==> src/rtl/game_physics_engine.sv <==
// Per-frame dino game state: jump physics, two scrolling obstacles, collision, score, IDLE/RUNNING/OVER FSM.
// Outputs are registered and change only on the clk after a frameClk pulse; no backpressure, every pulse is consumed.
module game_physics_engine #(
  parameter int unsigned X_MAX     = 159,
  parameter int unsigned GROUND_Y  = 100,
  parameter int unsigned DINO_X    = 20,
  parameter int unsigned DINO_W    = 10,
  parameter int unsigned DINO_H    = 12,
  parameter int unsigned JUMP_V0   = 8,
  parameter int unsigned GRAVITY   = 1,
  parameter int unsigned OBS_W     = 6,
  parameter int unsigned SCROLL    = 2,
  parameter int unsigned OBS_GAP   = 80,
  parameter logic [7:0]  LFSR_SEED = 8'hA5
) (
  input  logic        clk,
  input  logic        resetn,
  input  logic        frameClk,
  input  logic        jump,
  output logic [3:0]  gameState,
  output logic [7:0]  dinoY,
  output logic [7:0]  obs1X,
  output logic [7:0]  obs1H,
  output logic [7:0]  obs2X,
  output logic [7:0]  obs2H,
  output logic [15:0] score
);

  typedef enum logic [3:0] {
    ST_IDLE    = 4'd0,
    ST_RUNNING = 4'd1,
    ST_OVER    = 4'd2
  } state_e;

  typedef struct packed {
    logic [7:0] x;
    logic [7:0] h;
  } obs_t;

  localparam logic [7:0]        X_MAX_B  = 8'(X_MAX);
  localparam logic [7:0]        SCROLL_B = 8'(SCROLL);
  localparam logic [7:0]        REST_Y   = 8'(GROUND_Y - DINO_H);
  localparam logic signed [8:0] REST_Y_S = 9'(GROUND_Y - DINO_H);
  localparam logic signed [8:0] JUMP_V   = 9'(JUMP_V0);
  localparam logic signed [8:0] GRAV     = 9'(GRAVITY);
  localparam logic [9:0]        DX_LO    = 10'(DINO_X);
  localparam logic [9:0]        DX_HI    = 10'(DINO_X + DINO_W - 1);
  localparam logic [9:0]        OW_M1    = 10'(OBS_W - 1);
  localparam logic [9:0]        DH_M1    = 10'(DINO_H - 1);
  localparam logic [9:0]        GY       = 10'(GROUND_Y);
  localparam obs_t              OBS1_RST = '{x: X_MAX_B, h: 8'd8};
  localparam obs_t              OBS2_RST = '{x: 8'(X_MAX + OBS_GAP), h: 8'd10};

  state_e            state_q, state_d;
  logic [7:0]        dino_y_q, dino_y_d;
  logic signed [8:0] vy_q, vy_d;
  obs_t              obs1_q, obs1_d, obs2_q, obs2_d;
  logic [15:0]       score_q, score_d;
  logic [7:0]        lfsr_q, lfsr_d;
  logic              jump_req_q, jump_req_d;
  logic              jump_prev_q, jump_prev_d;

  logic              jump_now;
  logic signed [8:0] vy_eff;
  logic signed [8:0] y_next;
  obs_t              obs1_n, obs2_n;

  // Respawn is decided on the pre-step column so the subtraction never wraps.
  function automatic obs_t obs_step(input obs_t o, input logic [2:0] rnd);
    obs_t n;
    if (o.x < SCROLL_B) begin
      n.x = X_MAX_B;
      n.h = 8'd6 + {5'd0, rnd};
    end else begin
      n.x = o.x - SCROLL_B;
      n.h = o.h;
    end
    return n;
  endfunction

  // Y overlap rearranged as dy+DINO_H-1+h >= GROUND_Y to avoid an unsigned underflow.
  function automatic logic obs_hit(input logic [7:0] dy, input obs_t o);
    logic [9:0] ox;
    logic [9:0] oy;
    logic [9:0] oh;
    ox = {2'b00, o.x};
    oy = {2'b00, dy};
    oh = {2'b00, o.h};
    return (o.x <= X_MAX_B) && (ox <= DX_HI) && (ox + OW_M1 >= DX_LO) &&
           (oy <= GY - 10'd1) && (oy + DH_M1 + oh >= GY);
  endfunction

  always_comb begin
    jump_prev_d = jump;
    jump_now    = jump_req_q | (jump & ~jump_prev_q);
    jump_req_d  = frameClk ? 1'b0 : jump_now;
    lfsr_d      = {lfsr_q[6:0], lfsr_q[7] ^ lfsr_q[5] ^ lfsr_q[4] ^ lfsr_q[3]};

    state_d  = state_q;
    dino_y_d = dino_y_q;
    vy_d     = vy_q;
    obs1_d   = obs1_q;
    obs2_d   = obs2_q;
    score_d  = score_q;
    vy_eff   = vy_q;
    y_next   = '0;
    obs1_n   = obs_step(obs1_q, lfsr_q[2:0]);
    obs2_n   = obs_step(obs2_q, lfsr_q[2:0]);

    if (frameClk) begin
      case (state_q)
        ST_IDLE: begin
          if (jump_now) state_d = ST_RUNNING;
        end
        ST_RUNNING: begin
          if (dino_y_q == REST_Y && vy_q == '0 && jump_now) vy_eff = -JUMP_V;
          y_next = $signed({1'b0, dino_y_q}) + vy_eff;
          if (y_next >= REST_Y_S) begin
            dino_y_d = REST_Y;
            vy_d     = '0;
          end else begin
            dino_y_d = y_next[7:0];
            vy_d     = vy_eff + GRAV;
          end
          obs1_d  = obs1_n;
          obs2_d  = obs2_n;
          score_d = (&score_q) ? score_q : score_q + 16'd1;
          if (obs_hit(dino_y_d, obs1_n) || obs_hit(dino_y_d, obs2_n)) state_d = ST_OVER;
        end
        ST_OVER: begin
          if (jump_now) begin
            state_d  = ST_IDLE;
            dino_y_d = REST_Y;
            vy_d     = '0;
            obs1_d   = OBS1_RST;
            obs2_d   = OBS2_RST;
            score_d  = '0;
          end
        end
        default: state_d = ST_IDLE;
      endcase
    end
  end

  always_ff @(posedge clk) begin
    if (!resetn) begin
      state_q     <= ST_IDLE;
      dino_y_q    <= REST_Y;
      vy_q        <= '0;
      obs1_q      <= OBS1_RST;
      obs2_q      <= OBS2_RST;
      score_q     <= '0;
      lfsr_q      <= LFSR_SEED;
      jump_req_q  <= 1'b0;
      jump_prev_q <= 1'b0;
    end else begin
      state_q     <= state_d;
      dino_y_q    <= dino_y_d;
      vy_q        <= vy_d;
      obs1_q      <= obs1_d;
      obs2_q      <= obs2_d;
      score_q     <= score_d;
      lfsr_q      <= lfsr_d;
      jump_req_q  <= jump_req_d;
      jump_prev_q <= jump_prev_d;
    end
  end

  assign gameState = state_q;
  assign dinoY     = dino_y_q;
  assign obs1X     = obs1_q.x;
  assign obs1H     = obs1_q.h;
  assign obs2X     = obs2_q.x;
  assign obs2H     = obs2_q.h;
  assign score     = score_q;

endmodule
==> config.mk <==
export PLATFORM = sky130hd
export DESIGN_NAME = game_physics_engine
export DESIGN_NICKNAME = d
export VERILOG_FILES = /design/src/rtl/game_physics_engine.sv
export SDC_FILE = /design/constraint.sdc
export NUM_CORES = 1
export LEC_CHECK = 0
export CAP_MARGIN = 0
export CORE_MARGIN = 5
export CORE_UTILIZATION = 40
export DETAILED_ROUTE_END_ITERATION = 16
export PLACE_DENSITY = 0.68
export SLEW_MARGIN = 40
export SYNTH_ARGS = -nofsm -noshare
export SYNTH_HDL_FRONTEND = slang
export SYNTH_SLANG_ARGS = --single-unit
==> constraint.sdc <==
create_clock -name clk -period 6.6 [get_ports clk]
set_input_delay 1.32 -clock clk [delete_from_list [all_inputs] [get_ports clk]]
set_output_delay 1.32 -clock clk [all_outputs]
set_load 0.05 [all_outputs]
Yosys cells after proc, flatten, opt, wreduce, memory -nomap -nowiden
Cells that the tools add are included.

Register bits: 79. Bits of input ports: 4. Output and inout bits: 60.

$add $sub $neg: 11. Magnitude comparators: 12. Eq/ne operators: 7. Mux-type cells: 24. Bitwise logic cells: 7. Reduce and logical (&&, ||, !) cells: 19.

Operators by type and width (number): two-way mux 16 bit (6); one-hot mux 16 bit (2 select lines) (3); two-way mux 9 bit (5); two-way mux 8 bit (4); greater-or-equal comparator 10 x 7 -> 1 bit (second input constant) (2); adder 8 x 3 -> 9 bit (second input constant) (2); greater-or-equal comparator 9 x 5 -> 1 bit (second input constant) (2); one-hot mux 9 bit (2 select lines) (1); adder 16 x 1 -> 16 bit (second input constant) (1); <= comparator 8 x 5 -> 1 bit (second input constant) (2); <= comparator 8 bit (second input constant) (2); less-than comparator 8 x 2 -> 1 bit (second input constant) (2); one-hot mux 8 bit (2 select lines) (1); AND reduction 16 bit (1); subtractor 8 x 2 -> 8 bit (second input constant) (2); two-way mux 4 bit (3); one-hot mux 4 bit (3 select lines) (1); adder 10 x 8 -> 10 bit (1); adder 9 x 8 -> 10 bit (1); logical AND 1 bit (10); adder 8 x 4 -> 9 bit (second input constant) (1); adder 9 x 2 -> 9 bit (second input constant) (1); adder 9 bit (1); greater-or-equal comparator 9 x 8 -> 1 bit (second input constant) (1); other kinds (17) (24).

Logic depth before layout (Yosys ltp)
Gate-level depths: netlist (run 1).

Depth in word-level cells: 19. Depth in mapped cells: 28. Depth with buffers taken out: 25.

Worst setup path after synthesis (run 1)
No wires, ideal clock.

Kind: input-to-reg. From: input port jump. To: register state_q[0], in the netlist gameState[0]. Library setup time: 0.128 ns. Arrival time: 6.498 ns. Required time: 6.472 ns. Setup slack: -0.026 ns. Stages: 27. Cells stage by stage: nand2b_1 -> and2_1 -> nor4_2 -> clkbuf_1 -> or2_2 -> ha_1 -> a31o_2 -> a31oi_4 -> xnor2_1 -> o22ai_1 -> a21boi_2 -> or2_1 -> buf_6 -> nand2_2 -> ha_1 -> o21ai_0 -> xnor2_1 -> and2_1 -> ha_1 -> o21ai_0 -> o21a_1 -> xor2_1 -> o41ai_1 -> a211oi_1 -> a2111o_1 -> a21oi_1 -> o211ai_1.

Word-level cells in the longest chain between the ends: 18. Elaborated cells between the ends (all ways): 26. Those cells by class: 4 x add/sub; 4 x order compare; 3 x eq/ne; 6 x mux; 2 x bitwise; 7 x reduce/logical.

Ends and longest elaborated chain: from (decl) (line 19) `input logic jump,`; AND 1 bit * (line 95) `jump_now = jump_req_q | (jump & ~jump_prev_q);`; OR 1 bit * (line 95); logical AND 1 bit (line 116) `if (dino_y_q == REST_Y && vy_q == '0 && jump_now) vy_eff = -JUMP_V;`; two-way mux 9 bit (line 116); two-way mux 9 bit (line 111) `case (state_q)`; two-way mux 9 bit (line 110) `if (frameClk) begin`; adder 9 bit (line 117) `y_next = $signed({1'b0, dino_y_q}) + vy_eff;`; greater-or-equal comparator 9 x 8 -> 1 bit (line 118) `if (y_next >= REST_Y_S) begin`; [2 not listed]; two-way mux 8 bit (line 110); adder 8 x 4 -> 9 bit (line 90) `(oy <= GY - 10'd1) && (oy + DH_M1 + oh >= GY);`; adder 10 x 8 -> 10 bit or adder 9 x 8 -> 10 bit (tied branches) (line 90); greater-or-equal comparator 10 x 7 -> 1 bit (line 90); logical AND 1 bit (line 90); logical OR 1 bit (line 128) `if (obs_hit(dino_y_d, obs1_n) || obs_hit(dino_y_d, obs2_n)) state_d = ST_OVER;`; != test 2 bit (no line); AND reduction 4 bit (no line) *; to (signal assigned) (line 157) `state_q <= state_d;`; to (decl) (line 54) `state_e state_q, state_d;`.

Every way passes the cells marked *; elsewhere a longest branch is shown, timed or not. The select of a mux whose other input is x is not followed. A chain may end at the register's enable or synchronous reset.

Worst setup path in the final report (run 1)
From: input port jump. To: register state_q[1], in the netlist gameState[1].

Same word-level chain as after synthesis.

==> impl_metrics.py, run 1 <==
metrics = {
    "placed_design": {
        "dp_hpwl_um": 9700,
        "gp_congestion": 0.931,
        "io_buffers": 61,
        "place_area_um2": 5790,
    },
    "outcome": {
        "outcome": "finished clean",
    },
    "floorplanning": {
        "core_um2": 12000,
        "dieArea_um2": 14400,
        "start_util_pct": 40.6,
        "row_count": 40,
        "die_x_um": 120,
        "ioPinCount": 64,
        "die_h_um": 120,
    },
    "routing": {
        "vias_per_cell": 5.44,
        "first_iter_violations": 240,
        "routed_wirelength_um": 13300,
        "drt-wirelength-per-cell_um": 16.1,
        "dr.pass1.iters": 5,
        "ant_nets": 0,
        "via_count": 4509,
        "drc": 0,
    },
    "synth": {
        "yosysSeqAreaShare_pct": 31.8,
        "synth_flop_cell": "dfxtp_1",
        "ys_ff_latch": 77,
        "synth_top_cells_by_area": "dfxtp_1 (32%), ha_1 (7.7%), xnor2_1 (4.5%), nand2_1 (4.2%), xor2_1 (4.0%)",
        "synth.area.mux_share_pct": 1.08,
        "synth_top_family_by_area": "simple AND/OR/NAND/NOR gates",
        "synth_compound_area_share_pct": 18.7,
        "synth_top_area_cell": "dfxtp_1",
        "synth-simple-area-share_pct": 26.2,
        "postSynthCellCount": 594,
        "synth_xor_area_share_pct": 9.15,
        "netlist_top_cells_count": "dfxtp_1 (77), nand2_1 (54), nor2_1 (48), a21oi_1 (32), ha_1 (30)",
        "yosys_warnings": 0,
        "netlist_area_um2": 4850,
        "synth-edff-count": 0,
        "synth_fa_ha_area_share_pct": 8.56,
        "synth_cell_type_count": 67,
        "async_flop_share_pct": 0,
        "syn_area_per_cell_um2": 8.17,
        "synth_top_area_share_pct": 31.8,
        "synth_most_common_cell": "dfxtp_1",
    },
    "cells_and_area": {
        "area_growth_pct": 27.4,
        "antenna_cells": 0,
        "fin_util_pct": 51.7,
        "drive_gt1_share_pct": 13.6,
        "nets": 713,
        "nFillCells": 1096,
        "final_area_um2": 6180,
    },
    "global_routing": {
        "grt_max_degree": 59,
        "grt-ovfl-total": 0,
        "grt_pass1_vias": 4427,
        "gr-usage-all-layers_pct": 18.7,
        "grt_pass1_wl_um": 21900,
        "antenna_found_initial": 0,
    },
    "critical_path": {
        "critPathMaxStageDelay_ps": 480,
        "worstPathRequired_ps": 6850,
        "critPathLaunchType": "primary input",
        "cp_top_family": "compound AO/OA/AOI/OAI gates",
        "cp-end-kind": "flip-flop",
        "path_class": "in2reg",
        "path_buf_inv": 2,
        "cp_max_fo": 7,
        "crit_path_top_delay_cell": "clkdlybuf4s50_1",
        "path_common_cell": "ha_1",
        "timing.critical_path.arrival_ps": 6520,
        "regToRegSetupSlack_ps": 1140,
    },
    "timing": {
        "finalCritPeriodShare_pct": 95.1,
        "final.setup.tns_ps": 0,
        "setup_violations": 0,
        "fin_skew_ps": 8.56,
        "max_freq_mhz": 159,
        "worstMarginPinSlew_ps": 803,
        "maxSlewHeadroom_pct": 46.5,
        "period_needed_ps": 6280,
        "finalHoldViolCount": 0,
        "slew_viol_final": 0,
    },
    "clock_network": {
        "ctsHoldBuffers": 0,
        "htreeDepth": 3,
        "clkLatencyLatePin_ps": 350,
        "clk_pin_slew_ps": 60,
        "cts_sinks": 77,
        "clock-root-buffer": "clkbuf_16",
        "cts_tree": "built",
        "clk_path_buf_depth": 2,
        "cts_buffers": 9,
    },
    "flow_run": {
        "drv_cap": 0,
    },
    "min_path": {
        "hp-class": "reg2reg",
    },
}
[metal layers]
layer / vias up / GRT usage, % / share of wire, %
li1: 2255 / - / -
met1: 2111 / 22.8 / 43
met2: 118 / 32.0 / 50
met3: 25 / 5.14 / 5.1
met4: 0 / 5.94 / 1.7
met5: - / 0 / 0
[through the flow]
step | worst slack (ps) | instances | hold WS [ps]
2_1_floorplan | 29.1 | 595 | 386
3_3_place_gp | -67.0 | 811 | 397
3_5_place_dp | -290 | 811 | 413
4_1_cts | 50.0 | 827 | 428
5_1_grt | -33.2 | 829 | 445
6_report | 323 | 829 | 430
[final cells by class]
type,count,area (um^2),share of cell area (%)
multi-input cells,469,3170,51.3
repair buffers,101,908,14.7
clock buffers,9,225,3.64
flip-flops and latches,77,1540,24.9
inverters,19,71.3,1.15
well taps,147,184,2.98
clock inverters,7,82.6,1.34
[cells in the final DEF (no fill, tap or decap), types with 9 or more instances in the layout]
cell             Yosys  final
nor3_1              12     12
and2_1              23     22
clkdlybuf4s50_1      0     60
o21ai_0             26     24
nand2_1             54     54
ha_1                30     30
nand2b_1            14     14
or3_1               11     11
xor2_1              22     20
a21oi_1             32     31
o211ai_1            12     12
xnor2_1             25     24
dfxtp_1             77     77
nor2b_1             21     21
buf_4                3     41
nor2_1              48     47
clkbuf_16            0      9
a22oi_1              9      9
nand3_1             23     23
inv_1               19     19
[cell families (layout without fill, tap and decap cells)]
logic type / Yosys count / after routing
AO/OA/AOI/OAI: 135 / 135
XOR/XNOR: 49 / 49
adder cells (fa/ha/maj): 32 / 32
buffers and inverters: 49 / 136
flip-flops: 77 / 77
multiplexers: 5 / 5
other: 1 / 2
AND/OR/NAND/NOR: 246 / 246
[timing repair]
| item | CTS | global route |
|---|---|---|
| setup buffers | 0 | 2 |
| resized for setup | 0 | 12 |
| setup endpoints to repair | 0 | 2 |
[flip-flops by register name (all words and copies together), names as in the netlist, 2 cells and up]
signal and flops:
gameState 2, obs1H 8, obs2X 8, lfsr_q 8, obs2H 8, score 16, obs1X 8, vy_q 9
dinoY 8
[worst paths after layout]
check / from / to / cells past startpoint
max: jump / gameState[1] / 27
min: lfsr_q[6] / lfsr_q[7] / 1
min reg2reg: lfsr_q[6] / lfsr_q[7] / 1
max reg2reg: vy_q[6] / gameState[1] / 26
Power of run 1 is left out: the tool's default activity adds up to more than one toggle a clock period on the data nets, which glitch-free logic cannot reach.
==> run 2: changes to the inputs <==
--- a/config.mk
+++ b/config.mk
@@ -7,10 +7,10 @@
 export LEC_CHECK = 0
 export CAP_MARGIN = 0
 export CORE_MARGIN = 5
-export CORE_UTILIZATION = 40
+export CORE_UTILIZATION = 45
 export DETAILED_ROUTE_END_ITERATION = 16
-export PLACE_DENSITY = 0.68
-export SLEW_MARGIN = 40
+export GPL_ROUTABILITY_DRIVEN = 1
+export PLACE_DENSITY = 0.75
 export SYNTH_ARGS = -nofsm -noshare
 export SYNTH_HDL_FRONTEND = slang
 export SYNTH_SLANG_ARGS = --single-unit
==> impl_metrics.py, run 2 (same netlist as run 1, synthesis figures left out) <==
metrics = {
    "min_path": {
        "worstHoldEndpoint": "lfsr_q[7]",
        "min_path_cells": 1,
        "hp-class": "reg2reg",
        "min-delay-start": "lfsr_q[6]",
    },
    "cells_and_area": {
        "nets": 713,
        "area_growth_pct": 24.4,
        "antenna_cells": 0,
        "layout_commonest_cell": "dfxtp_1",
        "largest_reg_flops": 16,
        "final_area_um2": 6040,
        "drive_gt1_share_pct": 12.9,
        "layout_common_cells": "dfxtp_1 (77), clkdlybuf4s50_1 (60), nand2_1 (54)",
        "fin_util_pct": 56.4,
    },
    "timing": {
        "maxSlewHeadroom_pct": 39.9,
        "finalCritPeriodShare_pct": 95.3,
        "setup_violations": 0,
        "grt_setup_unrepaired": "no",
        "fin_skew_ps": 13.9,
        "period_needed_ps": 6290,
        "finalHoldViolCount": 0,
        "slew_viol_final": 0,
        "timing.hold.ws_ps": 427,
        "max_freq_mhz": 159,
        "final.setup.tns_ps": 0,
        "worstMarginPinSlew_ps": 901,
    },
    "clock_network": {
        "htreeDepth": 3,
        "clock-root-buffer": "clkbuf_8",
        "clk_pin_slew_ps": 90,
        "clkLatencyLatePin_ps": 350,
        "cts_sinks": 77,
        "cts_buffers": 9,
        "cts_tree": "built",
        "clk_path_buf_depth": 2,
    },
    "global_routing": {
        "grt_max_degree": 59,
        "gr-usage-all-layers_pct": 20.1,
        "antenna_found_initial": 0,
        "grt_pass1_wl_um": 21500,
        "grt_pass1_vias": 4391,
        "grt-ovfl-total": 0,
    },
    "critical_path": {
        "critPathLaunchType": "primary input",
        "r2r-end": "gameState[0]",
        "regToRegSetupSlack_ps": 1120,
        "worstRegToRegCells": 26,
        "path_common_cell": "ha_1",
        "timing.critical_path.arrival_ps": 6530,
        "cp_top_family": "compound AO/OA/AOI/OAI gates",
        "cp-startpoint": "jump",
        "path_class": "in2reg",
        "critPathMaxStageDelay_ps": 460,
        "cp_max_fo": 7,
        "path_buf_inv": 3,
        "crit_path_top_delay_cell": "clkdlybuf4s50_1",
        "reg2reg_from": "vy_q[8]",
        "worstPathRequired_ps": 6840,
        "cp-end-kind": "flip-flop",
    },
    "placed_design": {
        "io_buffers": 61,
        "dp_hpwl_um": 9440,
        "place_area_um2": 5780,
        "gp_congestion": 0.912,
    },
    "flow_run": {
        "drv_cap": 0,
    },
    "floorplanning": {
        "row_count": 38,
        "start_util_pct": 45.4,
        "die_x_um": 114,
        "dieArea_um2": 13000,
        "core_um2": 10700,
        "die_h_um": 114,
        "ioPinCount": 64,
    },
    "routing": {
        "wl_met1_um": 5800,
        "first_iter_violations": 155,
        "vias_per_cell": 5.42,
        "ant_nets": 0,
        "routed_wirelength_um": 12800,
        "via_count": 4451,
        "dr.max_layer_used": "met4",
        "drc": 0,
        "wl_met2_um": 6310,
        "dr.pass1.iters": 5,
        "drt-wirelength-per-cell_um": 15.6,
        "route.met3.wl_um": 508,
    },
    "outcome": {
        "outcome": "finished clean",
    },
}
==> run 2: changes by cell type in the layout (fill, tap and decap cells not counted), moves of 2 or more <==
cell       before  now
xor2_1         20   22
xor2_2          4    2
clkbuf_8        0    9
clkbuf_16       9    0
==> run 2: what timing repair did <==
item,4_1_cts,5_1_grt
setup buffers,0,2
endpoints found under the setup margin,0,2
hold buffers,0,0
gates resized for setup,0,8
==> run 2: cell type report <==
cell class	count	area, um^2
Fill cell	971	4660
Multi-Input combinational cell	469	3130
Sequential cell	77	1540
Timing Repair Buffer	101	906
Tap cell	140	175
Clock buffer	10	128
Clock inverter	5	83.8
Inverter	19	71.3
==> run 2: worst max path at each step <==
stage	cells after the start	endpoint	slack, ps
after floorplan	27	gameState[0]	30
after global placement	26	gameState[0]	-60
after detailed placement	27	gameState[0]	-300
after CTS	27	gameState[0]	40
after global routing	27	gameState[0]	30
final	27	gameState[0]	310
==> run 2: routing by layer <==
metal  up-vias  GRT usage, %
li1       2236             -
met1      2098          26.2
met2       103          34.7
met3        14          3.61
met4         0          4.83
met5         -             0
==> run 2: metrics by stage <==
stage               cells  setup slack, ps
floorplan             595             29.1
global placement      804            -57.5
detailed placement    804             -302
CTS                   819             42.5
global route          821             26.5
finish                821              311
Power of run 2 is left out for the same reason.
==> run 3: changes to the inputs <==
--- a/config.mk
+++ b/config.mk
@@ -6,11 +6,13 @@
 export NUM_CORES = 1
 export LEC_CHECK = 0
 export CAP_MARGIN = 0
+export CELL_PAD_IN_SITES_DETAIL_PLACEMENT = 1
+export CELL_PAD_IN_SITES_GLOBAL_PLACEMENT = 2
 export CORE_MARGIN = 5
-export CORE_UTILIZATION = 45
+export CORE_UTILIZATION = 30
 export DETAILED_ROUTE_END_ITERATION = 16
 export GPL_ROUTABILITY_DRIVEN = 1
-export PLACE_DENSITY = 0.75
+export PLACE_DENSITY = 0.82
 export SYNTH_ARGS = -nofsm -noshare
 export SYNTH_HDL_FRONTEND = slang
 export SYNTH_SLANG_ARGS = --single-unit
==> impl_metrics.py, run 3 (same netlist as run 1, synthesis figures left out) <==
metrics = {
    "cells_and_area": {
        "drive_gt1_share_pct": 15.1,
        "antenna_cells": 0,
        "layout_common_cells": "dfxtp_1 (77), clkdlybuf4s50_1 (60), nand2_1 (53)",
        "area_growth_pct": 31.2,
        "nets": 721,
        "layout_commonest_cell": "dfxtp_1",
        "largest_reg_flops": 16,
        "nFillCells": 1916,
        "fin_util_pct": 40.1,
    },
    "routing": {
        "ant_nets": 0,
        "routed_wirelength_um": 15700,
        "dr.pass1.iters": 4,
        "drc": 0,
        "first_iter_violations": 232,
        "via_count": 4647,
        "vias_per_cell": 5.13,
        "drt-wirelength-per-cell_um": 17.4,
    },
    "placed_design": {
        "gp_congestion": 0.843,
        "io_buffers": 61,
        "dp_hpwl_um": 11700,
    },
    "clock_network": {
        "cts_buffers": 9,
        "htreeDepth": 3,
        "clkLatencyLatePin_ps": 350,
        "clk_path_buf_depth": 2,
        "cts_tree": "built",
        "cts_sinks": 77,
        "clock-root-buffer": "clkbuf_16",
        "clk_pin_slew_ps": 70,
    },
    "timing": {
        "slew_viol_final": 0,
        "finalHoldViolCount": 0,
        "setup_violations": 0,
        "maxSlewHeadroom_pct": 39.8,
        "final.setup.tns_ps": 0,
        "timing.hold.ws_ps": 419,
        "worstMarginPinSlew_ps": 903,
        "period_needed_ps": 6410,
        "fin_skew_ps": 8.84,
        "finalCritPeriodShare_pct": 97.1,
        "max_freq_mhz": 156,
    },
    "flow_run": {
        "drv_cap": 0,
    },
    "min_path": {
        "hp-class": "reg2reg",
    },
    "global_routing": {
        "grt_pass1_vias": 4941,
        "grt-ovfl-total": 0,
        "gr-usage-all-layers_pct": 17.2,
        "grt_pass1_wl_um": 25600,
        "grt_max_degree": 59,
        "antenna_found_initial": 0,
    },
    "floorplanning": {
        "start_util_pct": 30.6,
        "dieArea_um2": 18800,
        "ioPinCount": 64,
        "die_h_um": 137,
        "die_x_um": 137,
        "core_um2": 15900,
        "row_count": 46,
    },
    "critical_path": {
        "critPathLaunchType": "primary input",
        "timing.critical_path.arrival_ps": 6630,
        "cp-end-kind": "flip-flop",
        "cp_max_fo": 4,
        "worstPathRequired_ps": 6830,
        "path_class": "in2reg",
    },
    "outcome": {
        "outcome": "finished clean",
    },
}
==> run 3: changes by cell type in the layout (fill, tap and decap cells not counted), sizes merged <==
cell      previous run  this run
buf                 41        49
clkbuf              10        12
clkinv               0         1
clkinvlp             2         0
==> run 3: what timing repair did <==
item                       4_1_cts  5_1_grt
buffers inserted                 0        2
pin swaps                        0        5
hold endpoints to repair         0        0
hold buffers                     0        0
setup endpoints to repair        2        2
gates resized for setup          1       17
cloned                           0        0
==> run 3: final cells by class <==
class	count	area [um^2]	share of cell area, %
timing repair buffer	109	970	15.2
clock buffer	12	267	4.18
inverter	19	71.3	1.12
sequential	77	1540	24.2
clock inverter	4	77.6	1.22
multi-input combinational	469	3170	49.8
tap	216	270	4.24
==> run 3: worst paths after layout <==
path                                      to      start  slack [ps]  cells after the start
worst min register to register     lfsr_q[7]  lfsr_q[6]         420                      1
worst max register to register  gameState[0]    vy_q[5]         930                     25
worst max-delay path            gameState[0]       jump         190                     26
worst min-delay path               lfsr_q[7]  lfsr_q[6]         420                      1
==> run 3: metal layers <==
metal	vias to the layer above	track usage [%]	routed length (um)
met1	2268	21.5	7080
li1	2265	-	-
met4	0	6.87	439
met5	-	0	0
met3	30	2.99	509
met2	84	29.2	7710
==> run 3: stage by stage <==
| step | cells | worst slack [ps] | instance area [um^2] |
|---|---|---|---|
| 2_1_floorplan | 595 | 29.1 | 4860 |
| 3_3_place_gp | 888 | -204 | 5940 |
| 3_5_place_dp | 888 | -369 | 5940 |
| 4_1_cts | 904 | 9.30 | 6280 |
| 5_1_grt | 906 | -68.6 | 6370 |
| 6_report | 906 | 194 | 6370 |
==> run 3: worst max-delay path, stage by stage <==
cell and delay, ps:
clkdlybuf4s50_1 430, nand2b_1 130, and2_4 170, nor4_4 50, buf_4 140, or2_2 280
ha_1 240, a211oi_2 220, o31a_1 280, nor4_2 80, nor3_2 220, a21boi_2 220
or2_4 150, nand2_2 60, ha_1 230, buf_4 140, xor2_1 240, ha_1 290
a211oi_1 270, o21a_1 200, xor2_1 90, o41ai_2 300, a211oi_1 120, a2111o_1 450
a21oi_2 190, o211ai_1 110
Power of run 3 is left out for the same reason.
